--- src/rtl/tdt_dtm_pkg.sv ---
// tdt_dtm_pkg: TAP state encodings and 2-wire phase encodings shared by the DTM TAP controller.
package tdt_dtm_pkg;
  localparam int TAP_W = 4;
  localparam logic [TAP_W-1:0] ST_TLR      = 4'hF;
  localparam logic [TAP_W-1:0] ST_RTI      = 4'hC;
  localparam logic [TAP_W-1:0] ST_SEL_DR   = 4'h7;
  localparam logic [TAP_W-1:0] ST_CAP_DR   = 4'h6;
  localparam logic [TAP_W-1:0] ST_SHIFT_DR = 4'h2;
  localparam logic [TAP_W-1:0] ST_EX1_DR   = 4'h1;
  localparam logic [TAP_W-1:0] ST_PAUSE_DR = 4'h3;
  localparam logic [TAP_W-1:0] ST_EX2_DR   = 4'h0;
  localparam logic [TAP_W-1:0] ST_UPD_DR   = 4'h5;
  localparam logic [TAP_W-1:0] ST_SEL_IR   = 4'h4;
  localparam logic [TAP_W-1:0] ST_CAP_IR   = 4'hE;
  localparam logic [TAP_W-1:0] ST_SHIFT_IR = 4'hA;
  localparam logic [TAP_W-1:0] ST_EX1_IR   = 4'h9;
  localparam logic [TAP_W-1:0] ST_PAUSE_IR = 4'hB;
  localparam logic [TAP_W-1:0] ST_EX2_IR   = 4'h8;
  localparam logic [TAP_W-1:0] ST_UPD_IR   = 4'hD;
  typedef enum logic [1:0] {PH_CTRL, PH_DATA, PH_TRN, PH_TDO} phase_e;
endpackage

--- src/rtl/tdt_dtm_tap_fsm.sv ---
// tdt_dtm_tap_fsm: IEEE 1149.1 TAP next-state logic and state register with advance enable.
module tdt_dtm_tap_fsm
  import tdt_dtm_pkg::*;
#(
  parameter int STATE_W = TAP_W
) (
  input  logic               clk,
  input  logic               rst_n,
  input  logic               i_force_tlr,
  input  logic               i_adv,
  input  logic               i_tms,
  output logic [STATE_W-1:0] o_state
);
  logic [STATE_W-1:0] r_state;
  logic [STATE_W-1:0] w_next;
  always_comb begin
    w_next = ST_TLR;
    case (r_state)
      ST_TLR:      w_next = i_tms ? ST_TLR    : ST_RTI;
      ST_RTI:      w_next = i_tms ? ST_SEL_DR : ST_RTI;
      ST_SEL_DR:   w_next = i_tms ? ST_SEL_IR : ST_CAP_DR;
      ST_CAP_DR:   w_next = i_tms ? ST_EX1_DR : ST_SHIFT_DR;
      ST_SHIFT_DR: w_next = i_tms ? ST_EX1_DR : ST_SHIFT_DR;
      ST_EX1_DR:   w_next = i_tms ? ST_UPD_DR : ST_PAUSE_DR;
      ST_PAUSE_DR: w_next = i_tms ? ST_EX2_DR : ST_PAUSE_DR;
      ST_EX2_DR:   w_next = i_tms ? ST_UPD_DR : ST_SHIFT_DR;
      ST_UPD_DR:   w_next = i_tms ? ST_SEL_DR : ST_RTI;
      ST_SEL_IR:   w_next = i_tms ? ST_TLR    : ST_CAP_IR;
      ST_CAP_IR:   w_next = i_tms ? ST_EX1_IR : ST_SHIFT_IR;
      ST_SHIFT_IR: w_next = i_tms ? ST_EX1_IR : ST_SHIFT_IR;
      ST_EX1_IR:   w_next = i_tms ? ST_UPD_IR : ST_PAUSE_IR;
      ST_PAUSE_IR: w_next = i_tms ? ST_EX2_IR : ST_PAUSE_IR;
      ST_EX2_IR:   w_next = i_tms ? ST_UPD_IR : ST_SHIFT_IR;
      ST_UPD_IR:   w_next = i_tms ? ST_SEL_DR : ST_RTI;
      default:     w_next = ST_TLR;
    endcase
  end
  always_ff @(posedge clk or negedge rst_n)
    if (!rst_n) r_state <= ST_TLR;
    else if (i_force_tlr) r_state <= ST_TLR;
    else if (i_adv) r_state <= w_next;
  assign o_state = r_state;
endmodule

--- src/rtl/tdt_dtm_tap_ctrl.sv ---
// tdt_dtm_tap_ctrl: TAP controller with 4-wire/2-wire mode latch, 2-wire phase sequencer and
// glitch-free chain strobes decoded from registered state and phase.
module tdt_dtm_tap_ctrl
  import tdt_dtm_pkg::*;
#(
  parameter int STATE_W   = 4,
  parameter int JTAG2_TRN = 1
) (
  input  logic               pad_dtm_tclk,
  input  logic               pad_dtm_trst_b,
  input  logic               io_ctrl_tap_en,
  input  logic               pad_dtm_jtag2_sel,
  input  logic               pad_dtm_tms_i,
  output logic               ctrl_io_tdo_en,
  output logic               ctrl_io_tms_oe,
  output logic               ctrl_chain_tlr,
  output logic               ctrl_chain_capture_dr,
  output logic               ctrl_chain_capture_ir,
  output logic               ctrl_chain_shift_dr,
  output logic               ctrl_chain_shift_ir,
  output logic               ctrl_chain_shift_en,
  output logic               ctrl_chain_update_dr,
  output logic               ctrl_chain_update_ir,
  output logic [STATE_W-1:0] ctrl_chain_state
);
  localparam logic [1:0] TRN_LAST = 2'(JTAG2_TRN - 1);
  logic [STATE_W-1:0] w_state;
  logic               r_mode;
  logic               r_ctl;
  phase_e             r_phase;
  logic [1:0]         r_trn;
  logic               w_in_shift;
  logic               w_frame;
  logic               w_adv;
  logic               w_tms;
  assign w_in_shift = (w_state == ST_SHIFT_DR) || (w_state == ST_SHIFT_IR);
  assign w_frame    = r_mode && w_in_shift;
  // In a 2-wire shift frame the FSM only moves in the TDO phase, on the bit held from CTRL.
  assign w_adv      = !w_frame || (r_phase == PH_TDO);
  assign w_tms      = w_frame ? r_ctl : pad_dtm_tms_i;
  tdt_dtm_tap_fsm #(.STATE_W(STATE_W)) u_fsm (
    .clk         (pad_dtm_tclk),
    .rst_n       (pad_dtm_trst_b),
    .i_force_tlr (!io_ctrl_tap_en),
    .i_adv       (w_adv),
    .i_tms       (w_tms),
    .o_state     (w_state)
  );
  always_ff @(posedge pad_dtm_tclk or negedge pad_dtm_trst_b)
    if (!pad_dtm_trst_b) begin
      r_mode  <= 1'b0;
      r_ctl   <= 1'b0;
      r_phase <= PH_CTRL;
      r_trn   <= 2'd0;
    end else begin
      if (w_state == ST_TLR) r_mode <= pad_dtm_jtag2_sel;
      if (!io_ctrl_tap_en || !w_frame) begin
        r_phase <= PH_CTRL;
        r_trn   <= 2'd0;
      end else begin
        case (r_phase)
          PH_CTRL: begin
            r_ctl   <= pad_dtm_tms_i;
            r_phase <= PH_DATA;
          end
          PH_DATA: r_phase <= (JTAG2_TRN == 0) ? PH_TDO : PH_TRN;
          PH_TRN: begin
            r_phase <= (r_trn == TRN_LAST) ? PH_TDO : PH_TRN;
            r_trn   <= (r_trn == TRN_LAST) ? 2'd0 : r_trn + 2'd1;
          end
          default: r_phase <= PH_CTRL;
        endcase
      end
    end
  assign ctrl_io_tdo_en        = !r_mode && w_in_shift;
  assign ctrl_io_tms_oe        = w_frame && (r_phase == PH_TDO);
  assign ctrl_chain_tlr        = w_state == ST_TLR;
  assign ctrl_chain_capture_dr = w_state == ST_CAP_DR;
  assign ctrl_chain_capture_ir = w_state == ST_CAP_IR;
  assign ctrl_chain_shift_dr   = w_state == ST_SHIFT_DR;
  assign ctrl_chain_shift_ir   = w_state == ST_SHIFT_IR;
  assign ctrl_chain_shift_en   = w_in_shift && (!r_mode || (r_phase == PH_DATA));
  assign ctrl_chain_update_dr  = w_state == ST_UPD_DR;
  assign ctrl_chain_update_ir  = w_state == ST_UPD_IR;
  assign ctrl_chain_state      = w_state;
endmodule

--- config.mk ---
export PLATFORM = sky130hd
export DESIGN_NAME = tdt_dtm_tap_ctrl
export DESIGN_NICKNAME = d
export VERILOG_FILES = /design/src/rtl/tdt_dtm_pkg.sv /design/src/rtl/tdt_dtm_tap_fsm.sv /design/src/rtl/tdt_dtm_tap_ctrl.sv
export SDC_FILE = /design/constraint.sdc
export NUM_CORES = 1
export LEC_CHECK = 0
export CAP_MARGIN = 20
export CORE_MARGIN = 5
export CORE_UTILIZATION = 27
export DETAILED_ROUTE_END_ITERATION = 8
export SETUP_SLACK_MARGIN = 0.15
export SYNTH_ARGS = -nofsm -noshare
export SYNTH_HDL_FRONTEND = slang
export SYNTH_SLANG_ARGS = --single-unit
--- constraint.sdc ---
create_clock -name pad_dtm_tclk -period 3.4 [get_ports pad_dtm_tclk]
set_clock_uncertainty 0.1 [all_clocks]
set_input_delay 0.51 -clock pad_dtm_tclk [delete_from_list [all_inputs] [get_ports pad_dtm_tclk]]
set_output_delay 0.51 -clock pad_dtm_tclk [all_outputs]
set_load 0.03 [all_outputs]
== After elaboration in Yosys (flattened, before gate mapping) ==
Index checks and enable logic that the tools add are counted.
Cells by class
  add/subtract/negate cells: 1
  $mul: 0
  div/mod/pow operators: 0
  magnitude comparators: 0
  equal/unequal tests: 19
  shift-type cells: 0
  muxes and demuxes: 22
  bitwise operators: 1
  reductions and logical operators: 19
Operator list (number)
  $pmux W4 S12: 1
  $eq A4 B4 Y1 const B: 8
  $mux W2: 10
  $eq A4 B3 Y1 const B: 4
  $mux W3: 4
  $mux W4: 3
  $eq A4 B2 Y1 const B: 2
  $pmux W2 S3: 1
  $eq A2 B2 Y1 const B: 2
  $eq A4 B1 Y1 const B: 1
  $logic_and A1 B1 Y1: 4
  $logic_not A2 Y1: 2
  $logic_not A4 Y1: 1
  $logic_or A1 B1 Y1: 4
  $reduce_or A2 Y1: 2
  $logic_not A1 Y1: 3
  $mux W1: 3
  $reduce_or A3 Y1: 1
  $add A2 B1 Y2 const B: 1
  $eq A2 B1 Y1 const B: 1
  $ne A2 B1 Y1 const B: 1
  $reduce_and A2 Y1: 1
  $reduce_bool A2 Y1: 1
  $not A1 Y1: 1
Word-level totals
  register bits after elaboration: 10
  latch bits: 0
  memory bits (writable): 0
  memory bits (read-only): 0
  bits of input ports: 5
  output and inout bits: 14
  memories kept: 0

== Depth between registers and ports, before layout ==
Gate-level depths: netlist (run 1).
  depth after elaboration: 8
  gate-level depth with buffers: 5
  mapped depth without buffers: 4

== Hierarchy ==
Synthesis (run 1) repeated with hierarchy kept, for this count alone.
Unflattened totals
  cells, all modules: 79
  area, all modules: 721.9 um2
Modules (own cells, without submodules)
  tdt_dtm_tap_ctrl: times used 1, cells each 49, area each 442.9 um2, sequential area each 150.1 um2
  tdt_dtm_tap_fsm: times used 1, cells each 30, area each 279.0 um2, sequential area each 105.1 um2

== Worst setup path after synthesis (run 1) ==
OpenSTA, ideal clock, no wires.
  path type: register to output
  start: reg u_fsm.r_state[1], in the netlist u_fsm.o_state[1]
  end: out ctrl_chain_shift_en
  data arrival time: 1720 ps
  required time: 2790 ps
  path slack: 1070 ps
  stages on the path, launching flop included: 4
  buffers on the path: 0
  cell sequence: dfstp_2 -> or2b_1 -> or2_2 -> a21oi_1
Between the ends
  longest elaborated chain between the ends: 3
  elaborated cells on any way between the ends: 4
  those cells by class: eq/ne: 2; reduce/logical: 2
RTL lines
  start, declared: RTL line tdt_dtm_tap_fsm.sv:14  | logic [STATE_W-1:0] r_state;
  start signal, assigned: RTL line tdt_dtm_tap_fsm.sv:41  | else if (i_adv) r_state <= w_next;
  $eq A4 B2 Y1 or $eq A4 B4 Y1 (tied branches): RTL line tdt_dtm_tap_ctrl.sv:36  | assign w_in_shift = (w_state == ST_SHIFT_DR) || (w_state == ST_SHIFT_IR);
  $logic_or A1 B1 Y1 (*): RTL line tdt_dtm_tap_ctrl.sv:36
  $logic_and A1 B1 Y1 (*): RTL line tdt_dtm_tap_ctrl.sv:82  | assign ctrl_chain_shift_en = w_in_shift && (!r_mode || (r_phase == PH_DATA));
  end, declared: RTL line tdt_dtm_tap_ctrl.sv:21  | output logic ctrl_chain_shift_en,
Mark *: on every way between the ends. The rest lies on a longest branch, timed or not.

== Worst setup path after layout (run 1) ==
Ends and elaborated chain as after synthesis.

==> impl_summary.txt, run 1 <==
----------------------------------------------------
[Outcome]
  Status ... complete, no violations

[Power]
  Clock network fraction of design power ... between 20% and 30%
  Total power density per cell area ... ~450 nW/um^2
  Part of the total power dissipated in combinational logic ... a little over a third
  Sw Share ... between 30% and 40%
  P_int ... between 200 and 300 uW
  Power dissipated by switching net loads ... 154.4 uW
  Static leakage power ... about 0.00037 uW
  Share of power burned in registers ... between 40% and 50%
  IR Drop Worst-Case VDD ... around 0.22 mV

[Worst setup path]
  Cell family with most CP delay ... buffers and inverters
  Endpoint kind of the worst setup timing path ... primary output
  Data arrival time of the worst path ... 2.23 ns
  Crit-path max FO ... 8
  Critical Path Max Stage Delay ... a little under 0.7 ns
  Library cell contributing the largest single delay on the critical path ... clkdlybuf4s50_1
  Startpoint kind of the worst setup timing path ... flip-flop
  CP required ... about 2.8 ns
  Critical path class ... reg2out
  Cells along the critical path ... or2b_1 -> or2_2 -> a21oi_1 -> clkdlybuf4s50_1
  Critical path buffers and inverters ... 1

[Logic synthesis]
  Synth cell types ... 29
  Prevailing post-synth register cell ... dfrtp_1
  Sequential-to-total area share from yosys stat ... 36.82%
  Synthesized netlist net count ... 86
  Flip-flop and latch count after synthesis ... 10
  Synth Area per Inst ... ~9 sq um
  Netlist area before placement ... between 600 and 700 sq um
  Simple-gate share of the synthesized area ... about a quarter
  Xor and xnor area share after synthesis ... 0%
  Largest family of logic cells by synthesized area ... simple AND/OR/NAND/NOR gates
  Warnings from Yosys ... 0
  Adder-cell area share of the yosys netlist ... 12.27%
  Number of instances in the synthesized netlist ... 75
  Proportion of synthesized area in mux cells ... between 7 and 8%
  Post-synth EDFFs ... 0
  Compound-Gate Fraction of Synth Area ... 11.01%
  Proportion of register bits with asynchronous set or reset after synthesis ... between 90% and 100%

[Place]
  Detailed Place HPWL ... approximately 1.2 mm
  Cell count after placement ... between 100 and 150
  Final weighted congestion in routability-driven placement ... just under 0.8
  Post-Place Cell Area ... roughly 900 sq um
  # port buffers ... 18

[Clock tree]
  Clock tree from TritonCTS ... built
  CTS Hold Bufs ... 0
  Setup Fix Bufs, Post-CTS ... 0
  Clk Latency, worst-skew pair ... 0.27 ns
  CTS buffer count ... 3
  H-tree depth reported by CTS ... 1
  Clock root buffer master ... clkbuf_4
  Clock transition time at the flip-flop clock pins of the worst setup and hold paths ... about 0.070 ns
  Number of gates resized after CTS ... 0
  TritonCTS sink count ... 10
  Bufs on Longest Clock Path ... 2

[Timing]
  Tcrit/Tclk final ... a little over four fifths
  Unrepaired setup endpoints after global routing ... no
  Pins Over Slew Limit ... 0
  Clock period minus worst slack ... between 2 and 3 ns
  Final Hold Viols ... 0
  Actual transition at the worst max-transition pin ... ~0.48 ns
  F_max ... about 350 MHz
  Total negative slack for setup checks ... 0 ns
  Worst slew margin relative to its limit ... 68.07%
  Final setup fails ... 0

[Min path]
  Worst Hold Class ... reg2reg

[Global route]
  Global-route wire length before repair ... roughly 2.6 mm
  GRT Total Usage ... about a tenth
  Via count of the first global-routing pass ... between 500 and 600
  Antenna violations before repair ... 0
  Largest net degree at the start of global routing ... 15
  GR Overflow Total ... 0

[Floorplanning]
  Core box area ... 2477 sq um
  Starting Density ... 27.98%
  Die width ... between 60 and 70 microns
  Chip height ... about 61 microns
  I/O pins ... 19
  Number of standard-cell rows in the floorplan ... 18
  Overall die area ... roughly 3700 sq um

[Drt]
  Routed wire length ... between 1.5 and 2 mm
  Number of detailed-routing iterations run before antenna repair ... 4
  Antenna-violating nets left ... 0
  Vias per std cell ... 4.605
  Average wire length per cell after detail routing ... between 10 and 15 microns
  Via total after detailed routing ... approximately 570
  Detailed router's first-iteration violation count ... 12
  Final routed DRC violation total ... 0

[Finish]
  Final-stage net count ... approximately 110
  Area growth from synthesis to layout ... 31.77%
  Final cell area excluding filler cells ... between 900 and 1000 sq um
  Fill cell total of the finished layout ... 275
  Share of layout cells above drive strength 1 ... between 10 and 15%
  Final cell count without fillers ... between 100 and 150
  Final core occ ... between 30% and 40%
  Diode count ... 0

[Run]
  Number of maximum-capacitance constraint violations ... 0

----------------------------------------------------
placed cells by master (no fill, tap or decap), drive strengths merged, types with 2 or more instances in the layout:
master / instances
dfstp: 4
or2b: 2
mux2i: 3
clkbuf: 4
and3: 2
nor3b: 2
ha: 6
dfrtp: 6
nor2: 11
inv: 6
mux2: 2
clkdlybuf4s50: 18
nand2: 6
nand3: 3
a21oi: 5
o21ai: 2
routing by layer:
layer	vias to the layer above	track usage, %	wire, microns
li1	297	-	-
met1	250	13.88	787
met2	21	12.98	599
met3	3	3.191	140
met4	0	6.502	29
met5	-	0	0
worst min-delay path, stage by stage (launching register included):
cell and delay (ns):
dfrtp_1 0.35, mux2i_1 0.07, nor2_1 0.08
registers in the layout, summed over array words and instances, names as in the netlist:
signal and count:
u_fsm.o_state 4, r_mode 1, r_ctl 1, r_trn 2
r_phase 2
cells in the mapped netlist, types with 2 or more instances:
cell / count / area [sq um]
a21oi_1: 5 / 25.02
buf_2: 2 / 10.01
dfrtp_1: 6 / 150.1
dfstp_2: 4 / 105.1
ha_1: 6 / 75.07
inv_1: 6 / 22.52
mux2_2: 2 / 22.52
mux2i_1: 3 / 30.03
nand2_1: 6 / 22.52
nand3_1: 3 / 15.01
nor2_1: 11 / 41.29
nor3b_1: 2 / 15.01
o21ai_0: 2 / 10.01
or2b_1: 2 / 15.01
metrics by stage:
step	hold slack, ns	total power, uW	setup WS, ns
2_1_floorplan	0.1144	269.4	1.070
3_3_place_gp	0.4047	323.8	0.8496
3_5_place_dp	0.4271	323.4	0.8308
4_1_cts	0.4454	415.8	0.5331
5_1_grt	0.4834	438.4	0.4222
6_report	0.4368	410.3	0.5578
power by group through the flow:
stage	sequential, uW	clock [uW]	combinational (uW)
2_1_floorplan	176	0	93.6
3_3_place_gp	176	0	147
3_5_place_dp	177	0	146
4_1_cts	175	93.4	147
5_1_grt	181	100	157
6_report	176	88.8	145
final timing paths:
check                                 endpoint             start  slack, ns  depth (start not counted)
max reg2reg                   u_fsm.o_state[1]  u_fsm.o_state[2]       1.67                          4
max                        ctrl_chain_shift_en  u_fsm.o_state[1]       0.56                          4
max in group asynchronous     u_fsm.o_state[0]    pad_dtm_trst_b       2.38                          1
min in group asynchronous             r_trn[1]    pad_dtm_trst_b       0.46                          1
min                                   r_trn[0]          r_trn[0]       0.44                          2
min reg2reg                           r_trn[0]          r_trn[0]       0.44                          2
cell families after synthesis:
kind of cell	after synthesis
compound gates	12
buf+inv	9
fa+ha+maj	7
simple gates	32
mux	5
flops	10
area by class of cell:
type,instances,area [sq um],share of cell area (%)
timing repair buffer,18,180.2,19.73
multi-input combinational,56,391.6,42.88
tap,30,37.54,4.110
inverter,6,22.52,2.466
sequential,10,255.2,27.95
clock buffer,4,26.28,2.877
No activity file was read; power rests on OpenSTA's default activity.
==> run 2: changes to the inputs <==
==> constraint.sdc (replaced) <==
create_clock -name pad_dtm_tclk -period 2.5 [get_ports pad_dtm_tclk]
set_clock_uncertainty 0.1 [all_clocks]
set_input_delay 0.375 -clock pad_dtm_tclk [delete_from_list [all_inputs] [get_ports pad_dtm_tclk]]
set_output_delay 0.375 -clock pad_dtm_tclk [all_outputs]
set_load 0.03 [all_outputs]
==> run 2 against run 1 <==
Compared with the run above: highest routed layer unchanged; worst setup slack lost 0.28 ns; sequential cell count did not move; critical path depth unchanged; sequential power grew 31%; first-iteration DRC count rose by 33%; sequential share of layout area is 0.15 points lower.
==> impl_summary.txt, run 2 (synthesis gave the netlist of run 1 again) <==
----------------------------------------------------
[Outcome]
  Status ... complete, no violations

[Finish]
  Final-stage net count ... 108
  Flip-flop count of the largest register after layout ... 4
  Area taken by multi-input logic gates ... slightly below 400 sq um
  Area growth from synthesis to layout ... 32.49%
  Leading cell type in the layout, fill and taps excluded ... nor2_1
  Leading cell types in the layout, fill and taps excluded ... nor2_1 (11), clkdlybuf4s50_1 (8)
  Register area ... 255.2 sq um
  Diode count ... 0
  Share of layout cells above drive strength 1 ... roughly a fifth
  Fill cell total of the finished layout ... around 290
  Final cell count without fillers ... between 100 and 150

[Floorplanning]
  I/O pins ... 19
  Number of standard-cell rows in the floorplan ... 18
  Die width ... between 60 and 70 microns
  Core box area ... around 2500 sq um
  Overall die area ... approximately 3700 sq um
  Chip height ... around 61 microns
  Starting Density ... 27.98%

[Worst setup path]
  Startpoint kind of the worst setup timing path ... flip-flop
  Endpoint kind of the worst setup timing path ... primary output
  Crit-path max FO ... 4
  Critical path class ... reg2out
  Data arrival time of the worst path ... roughly 1.7 ns
  CP required ... slightly above 2 ns

[Global route]
  GRT Total Usage ... 10.26%
  Grt met2 use ... 14.35%
  Global route hottest layer ... met1
  GR Util met1 ... between 10% and 20%
  Antenna violations before repair ... 0
  GR Overflow Total ... 0
  Largest net degree at the start of global routing ... 15
  Global-route wire length before repair ... between 2 and 3 mm
  GR met3 Demand/Resource ... roughly 1.7%
  Via count of the first global-routing pass ... ~600

[Clock tree]
  TritonCTS sink count ... 10
  CTS buffer count ... 3
  Clock transition time at the flip-flop clock pins of the worst setup and hold paths ... 0.07 ns
  Clock tree from TritonCTS ... built
  Setup Fix Bufs, Post-CTS ... 0
  Bufs on Longest Clock Path ... 2
  Clock root buffer master ... clkbuf_4
  H-tree depth reported by CTS ... 1
  Clk Latency, worst-skew pair ... between 0.2 and 0.3 ns

[Drt]
  Average wire length per cell after detail routing ... between 10 and 15 microns
  Final routed DRC violation total ... 0
  Antenna-violating nets left ... 0
  Number of detailed-routing iterations run before antenna repair ... 2
  Via total after detailed routing ... 610
  Vias per std cell ... 4.841
  Routed wire length ... 1.651 mm
  Detailed router's first-iteration violation count ... 16

[Timing]
  PnR worst setup slack ... approximately 0.28 ns
  F_max ... around 450 MHz
  Pins Over Slew Limit ... 0
  Total negative slack for setup checks ... 0 ns
  Worst slew margin relative to its limit ... between 60 and 70%
  Final Hold Viols ... 0
  Actual transition at the worst max-transition pin ... about 0.45 ns
  Unrepaired setup endpoints after global routing ... no
  Clock period minus worst slack ... approximately 2.2 ns
  Tcrit/Tclk final ... 88.80%
  Final setup fails ... 0

[Power]
  IR Drop Worst-Case VDD ... 0.3128 mV
  Total power density per cell area ... ~640 nW/um^2
  Static leakage power ... 0.0004319 uW

[Run]
  Number of maximum-capacitance constraint violations ... 0

[Place]
  # port buffers ... 18
  Cell count after placement ... 122
  Post-Place Worst Slack ... around 0.14 ns
  Detailed Place HPWL ... between 1 and 1.5 mm
  Final weighted congestion in routability-driven placement ... 0.7977

[Min path]
  Worst Hold Class ... in2async

----------------------------------------------------
==> run 2: cell types whose count changed in the layout (fill, tap and decap cells not counted) <==
cell	change
buf_4	+2
clkbuf_1	-1
clkbuf_2	+3
clkbuf_8	+1
clkdlybuf4s50_1	-10
dlygate4sd2_1	+6
dlymetal6s2s_1	+1
==> run 2: routing by layer <==
metal / part of all wire, % / wire, microns / vias up
met5: 0 / 0 / -
met4: 2.7 / 44 / 0
met3: 6.1 / 100 / 5
met2: 41 / 678 / 19
met1: 50 / 827 / 287
li1: - / - / 299
==> run 2: repair_timing <==
item / in CTS / in global routing
setup endpoints to repair: 9 / 4
hold buffers: 0 / 0
gates resized for setup: 9 / 7
==> run 2: layout make-up <==
cell class	instances	share of cell area [%]
Clock buffer	4	3.951
Inverter	6	2.452
Multi-Input combinational cell	56	42.64
Sequential cell	10	27.79
Tap cell	30	4.087
Timing Repair Buffer	20	19.07
==> run 2: worst paths after layout <==
path	from	endpoint	slack [ns]	depth (start not counted)
worst max-delay path	u_fsm.o_state[1]	ctrl_io_tms_oe	0.28	4
worst min-delay path	pad_dtm_trst_b	r_trn[1]	0.31	1
worst max register to register	u_fsm.o_state[1]	u_fsm.o_state[1]	0.73	5
worst min register to register	r_trn[0]	r_trn[0]	0.45	2
max in group asynchronous	pad_dtm_trst_b	u_fsm.o_state[3]	1.65	1
min in group pad_dtm_tclk	r_trn[0]	r_trn[0]	0.45	2
==> run 2: critical path, cell delays in order, from the launching register on <==
cell	delay, ns
dfstp_2	0.53
or2b_1	0.26
nor2_1	0.12
and3_1	0.17
dlygate4sd2_1	0.40
==> run 2: report_power, final <==
group	switching, uW	internal [uW]	total (uW)
Clock	62.3	88.6	151
Combinational	116	90.5	207
Sequential	37.3	193	231
Total	216	372	588
==> run 2: stage by stage <==
step | utilization, % | instance area [sq um] | power, uW | hold WS [ns]
CTS | 37.42 | 927.1 | 595.4 | 0.3368
floorplan | - | 693.2 | 366.4 | -0.02059
detailed placement | 36.41 | 902.1 | 450.0 | 0.4315
global placement | 36.41 | 902.1 | 446.9 | 0.4055
global route | 37.07 | 918.4 | 624.3 | 0.3550
finish | 37.07 | 918.4 | 588.2 | 0.3114
